`src/rtl/arbitro2.sv`:
```
// Round-robin drain of four class FIFOs into one downstream FIFO, with a wrapping word counter.
// Latency: pop at cycle t gives push at t+2; back-to-back pops give back-to-back pushes.
// Backpressure: a pop is suppressed in the same cycle almost_full_out is high; words already in flight still drain.
module arbitro2 #(
   parameter int DATA_WIDTH = 6
) (
   input  logic                  clk,
   input  logic                  reset,
   input  logic [3:0]            emptyFIFO,
   input  logic [DATA_WIDTH-1:0] data_in0,
   input  logic [DATA_WIDTH-1:0] data_in1,
   input  logic [DATA_WIDTH-1:0] data_in2,
   input  logic [DATA_WIDTH-1:0] data_in3,
   input  logic                  almost_full_out,
   output logic [3:0]            pop,
   output logic                  push,
   output logic [DATA_WIDTH-1:0] data_out,
   output logic                  idle,
   output logic [7:0]            word_count
);

   localparam logic [1:0] INIT   = 2'd0;
   localparam logic [1:0] IDLE   = 2'd1;
   localparam logic [1:0] ACTIVE = 2'd2;
   localparam logic [1:0] STALL  = 2'd3;

   logic [1:0]            state;
   logic [1:0]            next_state;
   logic [1:0]            rr;
   logic [1:0]            grant_idx;
   logic                  any_ready;
   logic                  pop_en;
   logic                  s1_vld;
   logic [1:0]            s1_idx;
   logic [DATA_WIDTH-1:0] sel_dat;

   assign any_ready = (emptyFIFO != 4'b1111);
   assign pop_en    = (state != INIT) && !reset && !almost_full_out && any_ready;
   assign pop       = pop_en ? (4'b0001 << grant_idx) : 4'b0000;
   assign idle      = (state == IDLE) && !s1_vld && !push && !pop_en;

   // First non-empty FIFO at or after rr, wrapping 3 -> 0.
   always_comb begin
      logic       found;
      logic [1:0] idx;
      grant_idx = rr;
      found     = 1'b0;
      for (int i = 0; i < 4; i++) begin
         idx = rr + 2'(i);
         if (!found && !emptyFIFO[idx]) begin
            grant_idx = idx;
            found     = 1'b1;
         end
      end
   end

   // Next state: INIT lasts one cycle, afterwards follow the FIFO and backpressure status.
   always_comb begin
      next_state = state;
      if (state == INIT)
         next_state = IDLE;
      else if (!any_ready)
         next_state = IDLE;
      else if (almost_full_out)
         next_state = STALL;
      else
         next_state = ACTIVE;
   end

   // Read data of the FIFO popped last cycle.
   always_comb begin
      sel_dat = data_in0;
      case (s1_idx)
         2'd0: sel_dat = data_in0;
         2'd1: sel_dat = data_in1;
         2'd2: sel_dat = data_in2;
         2'd3: sel_dat = data_in3;
         default: sel_dat = data_in0;
      endcase
   end

   // State, round-robin pointer, two-stage pop-to-push pipeline and word counter.
   always_ff @(posedge clk) begin
      if (reset) begin
         state      <= INIT;
         rr         <= 2'd0;
         s1_vld     <= 1'b0;
         s1_idx     <= 2'd0;
         push       <= 1'b0;
         data_out   <= '0;
         word_count <= 8'd0;
      end else begin
         state  <= next_state;
         s1_vld <= pop_en;
         if (pop_en) begin
            rr     <= grant_idx + 2'd1;
            s1_idx <= grant_idx;
         end
         push <= s1_vld;
         if (s1_vld)
            data_out <= sel_dat;
         if (push)
            word_count <= word_count + 8'd1;
      end
   end

endmodule

```
`config.mk`:
```
export PLATFORM = sky130hd
export DESIGN_NAME = arbitro2
export DESIGN_NICKNAME = d
export VERILOG_FILES = /design/src/rtl/arbitro2.sv
export SDC_FILE = /design/constraint.sdc
export NUM_CORES = 1
export LEC_CHECK = 0
export ABC_AREA = 1
export BUFFER_PORTS_ARGS = -buffer_cell sky130_fd_sc_hd__buf_4
export CAP_MARGIN = 10
export CORE_MARGIN = 4
export CORE_UTILIZATION = 35
export CTS_BUF_LIST = sky130_fd_sc_hd__clkbuf_2 sky130_fd_sc_hd__clkbuf_4 sky130_fd_sc_hd__clkbuf_8
export CTS_CLUSTER_SIZE = 40
export DETAILED_ROUTE_END_ITERATION = 10
export GPL_ROUTABILITY_DRIVEN = 0
export HOLD_SLACK_MARGIN = 0.15
export PLACE_DENSITY = 0.6
export SKIP_CTS_REPAIR_TIMING = 1
export SLEW_MARGIN = 20
export SYNTH_ARGS = -nofsm -noshare
export SYNTH_HDL_FRONTEND = slang
export SYNTH_SLANG_ARGS = --single-unit
```
`constraint.sdc`:
```
create_clock -name clk -period 4.4 [get_ports clk]
set_clock_uncertainty 0.2 [all_clocks]
set_input_delay 0 -clock clk [delete_from_list [all_inputs] [get_ports clk]]
set_output_delay 0 -clock clk [all_outputs]
set_load 0.03 [all_outputs]
```
==> results.cfg, run 1 <==
[global_routing]
gr-total-overflow = 0
grt_antenna_before_repair = 0
grt_pass1_wl_mm = 5.451
grt_max_degree = 14
grt_pass1_vias = 1237
grt.total_usage_pct = 13.48

[worst_setup_path]
slowest_stage = dfxtp_1
worstPathCellList = inv_2, nand2_1, nand2_2, nand2_2, nand2_4, nand3_1, nand2_1, nand2_1, nand2_1, nand2_1, nand2_1, inv_1, ha_1, inv_1, nor2_1, buf_4
critPathCaptureType = output pin
start_kind = register
r2r_start = rr[0]$_SDFFE_PP0P_
slowest_delay_ps = 580
crit_family = simple AND/OR/NAND/NOR gates
worstPathRequired_ps = 4200
critPathMaxFanout = 12
r2r_slack_ps = 2080
critPathLaunch = rr[0]$_SDFFE_PP0P_
reg2reg_to = rr[1]$_SDFFE_PP0P_
crit_top_cell = nand2_1
endpoint = pop[3]
critPathArrivalTime_ps = 2320
crit_cells = 16
r2r_cells = 14
critPathKind = register to output pin
worst-path-buf-inv = 4

[timing]
rsz0062_at_grt = false
max_freq_ghz = 0.3962
maxSlewHeadroom_pct = 66.64
hold_violations = 0
setup_violations = 0
post-route-period-util_pct = 57.36
fin_ws_ps = 1876
min_period_ps = 2524
worstMarginPinSlew_ps = 498.5
hold_ws_ps = 113.3
setup_tns_ps = 0
drv_slew = 0

[clock_tree]
ctsLongestPathBuffers = 2
insertion_delay_ps = 270
cts_root_buf = clkbuf_8
cts.clk_slew.worst_paths_ps = 70
cts_tree = built
cts_buffers = 3
cts.sinks = 22
h-tree-depth = 1

[placed_design]
place_ws_ps = 2076
dpl.hpwl_mm = 2.817
port_buffers = 50
placed_cell_area_mm2 = 0.001788
place_inst = 313

[route]
vias = 1529
postRouteAntennaNets = 0
drt-total-wl_mm = 3.764
drtPass1Iterations = 4
drc = 0
drtIter0Drc = 69
drt-wirelength-per-cell_um = 11.27
vias_per_cell = 4.578

[cells_and_area]
drive_gt1_share_pct = 26.92
final_core_util_pct = 54.21
final_common_cell = nand2_1
diodes = 0
syn_to_final_growth_pct = 45.47
fin_nets = 323
most-common-layout-cells = 73 x nand2_1, 50 x buf_4, 27 x nor2_1
design_area_mm2 = 0.002029
final_cell_count_no_fill = 334
final.fill_count = 402

[synth]
ys_types = 24
yosys_warnings = 0
netlist_instances = 220
yosys.area.top_type = dfxtp_1
synth_area_per_cell_um2 = 6.341
seq_area_frac_synth_pct = 31.57
synth_nets = 256
synth_top_area_share_pct = 31.57
yosys_register_bits = 22
synth.area.top_cells = dfxtp_1 32%, nand2_1 20%, nor2_1 7.3%, inv_1 7.0%, nand2_2 6.3%
synth_area_mm2 = 0.001395

[worst_hold_path]
worstHoldPathType = input port to register

[floorplan]
rows = 22
dieArea_mm2 = 0.005060
dieHeight_um = 71.14
die_x_um = 71.14
start_util_pct = 37.27
core_mm2 = 0.003744
io_pins = 51

[run]
maxCapViolations = 0

[pwr]
ir_worst_vdd_uv = 179.2
finalPower_uw = 646.8
p_per_area_mw_per_mm2 = 318.7
p_leak_nw = 1.028

[status]
run_status = finished clean
registers in the layout, summed over array words and instances, names as in the netlist:
signal and flops:
word_count 8, data_out 6, rr 2, s1_idx 2, state 2, push 1
s1_vld 1
kinds of logic (layout without fill, tap and decap cells):
| group | Yosys count | after routing | share of synthesized area [%] |
|---|---|---|---|
| flip-flops | 22 | 22 | 31.57 |
| buffers and inverters | 34 | 100 | 10.85 |
| AO/OA/AOI/OAI | 25 | 25 | 11.30 |
| AND/OR/NAND/NOR | 134 | 134 | 41.79 |
| adder cells (fa/ha/maj) | 5 | 5 | 4.484 |
worst min-delay path by stage:
| stage | from | to | slack [ps] | depth (start not counted) |
|---|---|---|---|---|
| final | emptyFIFO[1] | rr[0]$_SDFFE_PP0P_ | 110 | 6 |
| after global routing | emptyFIFO[1] | rr[0]$_SDFFE_PP0P_ | 180 | 6 |
| after CTS | reset | push$_SDFF_PP0_ | -230 | 2 |
| after detailed placement | reset | push$_SDFF_PP0_ | 60 | 2 |
| after global placement | reset | push$_SDFF_PP0_ | 50 | 2 |
| after floorplan | data_in1[1] | data_out[1]$_SDFFE_PP0P_ | -30 | 2 |
cells in the mapped netlist:
| cell type | count |
|---|---|
| nand3_2 | 1 |
| nand2_2 | 14 |
| nand4_1 | 4 |
| o21a_1 | 1 |
| nand2_1 | 73 |
| clkbuf_2 | 1 |
| a21oi_4 | 1 |
| ha_1 | 5 |
| buf_6 | 3 |
| a21oi_1 | 8 |
| nor3_1 | 2 |
| o21ai_2 | 1 |
| dfxtp_1 | 22 |
| nand3_1 | 10 |
| a21oi_2 | 1 |
| inv_1 | 26 |
| o21ai_0 | 10 |
| inv_2 | 3 |
| nor2_1 | 27 |
| clkbuf_1 | 1 |
| or2_2 | 1 |
| a41oi_1 | 3 |
| nor3b_1 | 1 |
| nand2_4 | 1 |
power by group:
part	total, mW	switching, mW	internal (mW)
combinational	0.231	0.133	0.0980
sequential	0.226	0.0145	0.211
clock	0.190	0.0688	0.122
total	0.647	0.216	0.431
metal layers:
| metal | GRT usage, % | part of all wire (%) |
|---|---|---|
| met3 | 2.983 | 3.7 |
| met1 | 15.67 | 43 |
| met4 | 5.010 | 2.6 |
| met5 | 0 | 0 |
| met2 | 24.00 | 51 |
worst reg2reg max path, stage by stage (launching register included):
cell and delay (ps):
dfxtp_1 580, inv_2 200, nand2_2 100, nand3_2 100
nand2_2 100, nand3_1 110, nand2_1 90, nand2_1 40
nand2_1 60, nand2_1 60, nand2_1 100, inv_1 70
ha_1 290, nand2_1 60, o21ai_0 70
layout make-up:
type	count	area, um2	share of cell area (%)
timing repair buffer	67	545.5	26.88
clock inverter	1	30.03	1.480
tap	48	60.06	2.959
sequential	22	440.4	21.70
inverter	29	108.9	5.364
multi-input combinational	164	803.3	39.58
clock buffer	3	41.29	2.035
Note: power is estimated with default switching activity, not from simulation.
==> inputs of run 2 (changes only) <==
- ABC_AREA: 1 -> 0
- PLACE_DENSITY: 0.6 -> 0.65
- clock period: 4.4 -> 2 ns (I/O delays scaled with it)
==> results.cfg, run 2 <==
[status]
run_status = finished with violations
violations = negative setup slack

[pwr]
p_per_area_mw_per_mm2 = 563.8
pwr-share-comb_pct = 25.9
seqPwrFrac_pct = 44.0
finalPower_mw = 1.108
p_sw_uw = 275.6
p_sw_share_pct = 24.87
clock_power_share_pct = 30.2
ir_worst_vdd_uv = 316.6
intPower_uw = 832.7
p_leak_nw = 0.8651

[clock_tree]
insertion_delay_ps = 300
h-tree-depth = 1
cts_buffers = 3
cts_tree = built
cts.clk_slew.worst_paths_ps = 120
cts.sinks = 22
ctsLongestPathBuffers = 2
cts_root_buf = clkbuf_4

[synth]
synth_area_mm2 = 0.001145
ys_top_cells_by_count = 22 x dfxtp_1, 16 x nor2_1, 8 x mux2i_1, 8 x nand2_1, 8 x o21ai_0
yosys_warnings = 0
seq_area_frac_synth_pct = 38.47
synth_most_common_cell = dfxtp_1
yosys.area.top_type = dfxtp_1
yosys_register_bits = 22
synth_top_area_share_pct = 38.47
synth_area_per_cell_um2 = 9.869
ys_types = 32
ys_async_sr_fraction_pct = 0
ys.flop_type = dfxtp_1
synth_nets = 152
synth.area.top_cells = dfxtp_1 38%, mux4_2 12%, mux2i_1 7.0%, ha_1 5.5%, nor2_1 5.2%
synth-edff-count = 0
netlist_instances = 116

[timing]
setup_violations = 3
maxSlewHeadroom_pct = 70.45
fin_ws_ps = -12.03
max_freq_ghz = 0.4970
post-route-period-util_pct = 100.6
worstMarginPinSlew_ps = 442.7
min_period_ps = 2012
hold_violations = 0
drv_slew = 0
rsz0062_at_grt = true
hold_ws_ps = 129.2

[route]
drc = 0
drtPass1Iterations = 6
drt-total-wl_mm = 3.379
postRouteAntennaNets = 0
vias = 1191
drtIter0Drc = 68
drt-wirelength-per-cell_um = 13.96
vias_per_cell = 4.921

[worst_setup_path]
worstPathCellList = o21ai_0, a221o_2, inv_2, ha_1, and3_1, buf_6
worstPathRequired_ps = 1800
r2r_start = rr[1]$_SDFFE_PP0P_
critPathMaxFanout = 5
crit_family = compound AO/OA/AOI/OAI gates
slowest_delay_ps = 430
critPathKind = register to output pin
critPathLaunch = rr[0]$_SDFFE_PP0P_
critPathCaptureType = output pin
critPathArrivalTime_ps = 1810
start_kind = register
worst-path-buf-inv = 2
slowest_stage = dfxtp_1

[cells_and_area]
final_common_cell = buf_4
largest-register = word_count
diodes = 0
syn_to_final_growth_pct = 71.69
reg_top3 = word_count: 8 flops, data_out: 6 flops
drive_gt1_share_pct = 37.37
final_cell_count_no_fill = 242
fin_nets = 235
largest_reg_flops = 8
most-common-layout-cells = 51 x buf_4, 31 x dlygate4sd3_1, 21 x dfxtp_1

[floorplan]
core_mm2 = 0.003103
dieHeight_um = 65.19
dieArea_mm2 = 0.004250
rows = 20
io_pins = 51
start_util_pct = 36.90
die_x_um = 65.19

[worst_hold_path]
worst_hold_startpoint = emptyFIFO[3]
worstHoldPathType = input port to register

[placed_design]
port_buffers = 50
place_inst = 204
dpl.hpwl_mm = 2.073

[run]
maxCapViolations = 0

[global_routing]
grt_max_degree = 20
grt_pass1_wl_mm = 4.243
grt.total_usage_pct = 12.68
gr-total-overflow = 0
grt_pass1_vias = 974
grt_antenna_before_repair = 0
[run 2: cell count changes in the layout (fill, tap and decap cells not counted), sizes merged, moves of 4 or more]
| cell | delta |
|---|---|
| mux4 | +6 |
| and3 | +5 |
| xor2 | +4 |
| a21oi | -6 |
| inv | -27 |
| dlygate4sd3 | +14 |
| nor2 | -11 |
| mux2i | +8 |
| buf | +4 |
| nand2 | -80 |
| nand3 | -11 |
[run 2: final timing paths]
| kind | end | slack [ps] | depth (start not counted) |
|---|---|---|---|
| max | pop[3] | -10 | 6 |
| min | s1_idx[1]$_SDFFE_PP0P_ | 130 | 5 |
| max reg2reg | s1_idx[1]$_SDFFE_PP0P_ | 200 | 5 |
| min reg2reg | word_count[7]$_SDFFE_PP0P_ | 290 | 2 |
[run 2: kinds of logic (layout without fill, tap and decap cells)]
family / count (synthesis) / after routing / synth area share [%]
AO/OA/AOI/OAI: 17 / 17 / 9.945
adder cells (fa/ha/maj): 5 / 5 / 5.464
AND/OR/NAND/NOR: 44 / 44 / 19.89
XOR/XNOR: 5 / 5 / 3.825
flip-flops: 22 / 22 / 38.47
multiplexers: 14 / 14 / 18.80
buffers and inverters: 9 / 91 / 3.606
[run 2: power groups by stage]
stage | clock (mW) | combinational (mW) | sequential, mW
finish | 0.334 | 0.287 | 0.487
global route | 0.369 | 0.314 | 0.491
CTS | 0.349 | 0.214 | 0.486
detailed placement | 0 | 0.213 | 0.496
global placement | 0 | 0.209 | 0.494
floorplan | 0 | 0.125 | 0.494
[run 2: area by class of cell]
type / count / area (um2)
Sequential cell: 22 / 444.2
Clock inverter: 1 / 30.03
Tap cell: 44 / 55.05
Fill cell: 269 / 1137
Clock buffer: 3 / 22.52
Inverter: 2 / 7.507
Multi-Input combinational cell: 85 / 679.4
Timing Repair Buffer: 85 / 726.9
[run 2: per-stage QoR]
stage          setup slack, ps  instance area (um2)  setup TNS [ps]  util [%]
2_1_floorplan            173.6                 1145               0         -
3_3_place_gp             213.1                 1549               0     49.92
3_5_place_dp             134.0                 1549               0     49.92
4_1_cts                 -143.3                 1602          -509.7     51.61
5_1_grt                 -126.3                 1966          -429.8     63.35
6_report                -12.03                 1966          -26.02     63.35
[run 2: routing by layer]
| metal | part of all wire, % | wire length, um | track usage, % |
|---|---|---|---|
| met5 | 0 | 0 | 0 |
| met4 | 0.38 | 13 | 4.145 |
| met3 | 8.0 | 272 | 3.419 |
| met2 | 51 | 1738 | 21.11 |
| met1 | 40 | 1354 | 15.82 |
[run 2: worst reg2reg max path: stages, from the launching register on]
cell and delay (ps):
dfxtp_4 390, o21ai_0 160, nand2_1 90, a21boi_2 190
dlygate4sd3_1 570, o221a_2 170
==> inputs of run 3 (changes only) <==
- PLACE_DENSITY: 0.65 -> 0.62
- SLEW_MARGIN: 20 -> 30
- clock period: 2 -> 2.3 ns (I/O delays scaled with it)
==> results.cfg, run 3 (synthesis gave the netlist of run 2 again) <==
[status]
run_status = finished clean

[cells_and_area]
final_common_cell = buf_4
final.fill_count = 277
design_area_mm2 = 0.001904
fin_nets = 231
syn_to_final_growth_pct = 66.34
reg_top3 = word_count: 8 flops, data_out: 6 flops
most-common-layout-cells = 50 x buf_4, 31 x dlygate4sd3_1, 22 x dfxtp_1
largest_reg_flops = 8
diodes = 0
final_core_util_pct = 61.37
drive_gt1_share_pct = 34.02
largest-register = word_count

[timing]
fin_ws_ps = 136.9
min_period_ps = 2163
rsz0062_at_grt = false
setup_violations = 0
worstMarginPinSlew_ps = 555.5
hold_ws_ps = 115.0
drv_slew = 0
post-route-period-util_pct = 94.05
maxSlewHeadroom_pct = 62.80
max_freq_ghz = 0.4623
setup_tns_ps = 0
hold_violations = 0

[floorplan]
die_x_um = 65.19
dieArea_mm2 = 0.004250
start_util_pct = 36.90
rows = 20
dieHeight_um = 65.19
io_pins = 51
core_mm2 = 0.003103

[placed_design]
place_ws_ps = 414.4
port_buffers = 50
placed_cell_area_mm2 = 0.001541
dpl.hpwl_mm = 2.185

[pwr]
ir_worst_vdd_uv = 395.1
p_leak_nw = 0.8371
p_per_area_mw_per_mm2 = 495.1

[worst_setup_path]
worst-path-buf-inv = 2
slowest_delay_ps = 490
critPathKind = register to output pin
critPathMaxFanout = 8
worstPathRequired_ps = 2100
slowest_stage = dfxtp_1
critPathCaptureType = output pin
worstPathCellList = and2b_1, o21ai_0, a221o_2, inv_2, ha_1, and3_1, buf_4
start_kind = register
crit_family = flip-flops
critPathArrivalTime_ps = 1960

[route]
drt-wirelength-per-cell_um = 13.81
vias = 1133
drtIter0Drc = 48
drt-total-wl_mm = 3.286
drtPass1Iterations = 4
top_layer = met4
postRouteAntennaNets = 0
wl_met1_mm = 1.285
met3_length_um = 243
wl_met2_mm = 1.716
drc = 0
vias_per_cell = 4.761

[global_routing]
gr-total-overflow = 0
grt_max_degree = 20
grt_antenna_before_repair = 0
grt_pass1_vias = 974
grt.total_usage_pct = 13.90
grt_pass1_wl_mm = 4.588

[clock_tree]
cts_buffers = 3
cts.clk_slew.worst_paths_ps = 120
ctsLongestPathBuffers = 2
cts_tree = built
cts_root_buf = clkbuf_4
insertion_delay_ps = 310
h-tree-depth = 1
cts.sinks = 22

[worst_hold_path]
worstHoldPathType = input port to register

[run]
maxCapViolations = 0
[run 3: cell count changes in the layout (fill, tap and decap cells not counted)]
cell	delta
dfxtp_4	-1
nand2b_1	+1
and3_4	-1
buf_6	-3
a21boi_2	-1
a21boi_0	+1
and3_1	+1
o21ai_0	+2
buf_4	-1
o21ai_1	-2
nand2b_4	-1
dfxtp_1	+1
[run 3: path summary, 6_finish.rpt]
path,cells past startpoint,slack (ps),from,end
worst max-delay path,7,140,rr[1]$_SDFFE_PP0P_,pop[1]
worst min-delay path,5,120,emptyFIFO[2],s1_idx[1]$_SDFFE_PP0P_
worst max register to register,7,380,rr[1]$_SDFFE_PP0P_,rr[1]$_SDFFE_PP0P_
worst min register to register,2,300,word_count[7]$_SDFFE_PP0P_,word_count[7]$_SDFFE_PP0P_
[run 3: per-layer routing]
layer	up-vias	global-route usage (%)
met3	6	4.957
met5	-	0
met4	0	3.886
met2	42	24.02
met1	514	16.12
li1	571	-
[run 3: area by class of cell]
| cell class | instances | area (um2) | area share [%] |
|---|---|---|---|
| timing repair buffer | 81 | 685.7 | 36.01 |
| multi-input combinational | 85 | 663.1 | 34.82 |
| sequential | 22 | 440.4 | 23.13 |
| tap | 44 | 55.05 | 2.891 |
| clock inverter | 1 | 30.03 | 1.577 |
| clock buffer | 3 | 22.52 | 1.183 |
| inverter | 2 | 7.507 | 0.3942 |
[run 3: metrics by stage]
stage	power (mW)	cells
after floorplan	0.5385	116
after global placement	0.6095	203
after detailed placement	0.6157	203
after CTS	0.9125	207
after global routing	0.9929	238
final	0.9429	238
[run 3: worst register-to-register path, cell delays in order (launching register included)]
cell and delay [ps]:
dfxtp_1 490, and2b_1 160, o21ai_0 70, a221o_2 380, inv_2 110, ha_1 230
mux2i_1 130, nor2_1 50
[run 3: power by group]
group	switching (mW)	total, mW	internal, mW
clock network	0.117	0.293	0.176
logic	0.0931	0.227	0.134
registers	0.0249	0.423	0.398
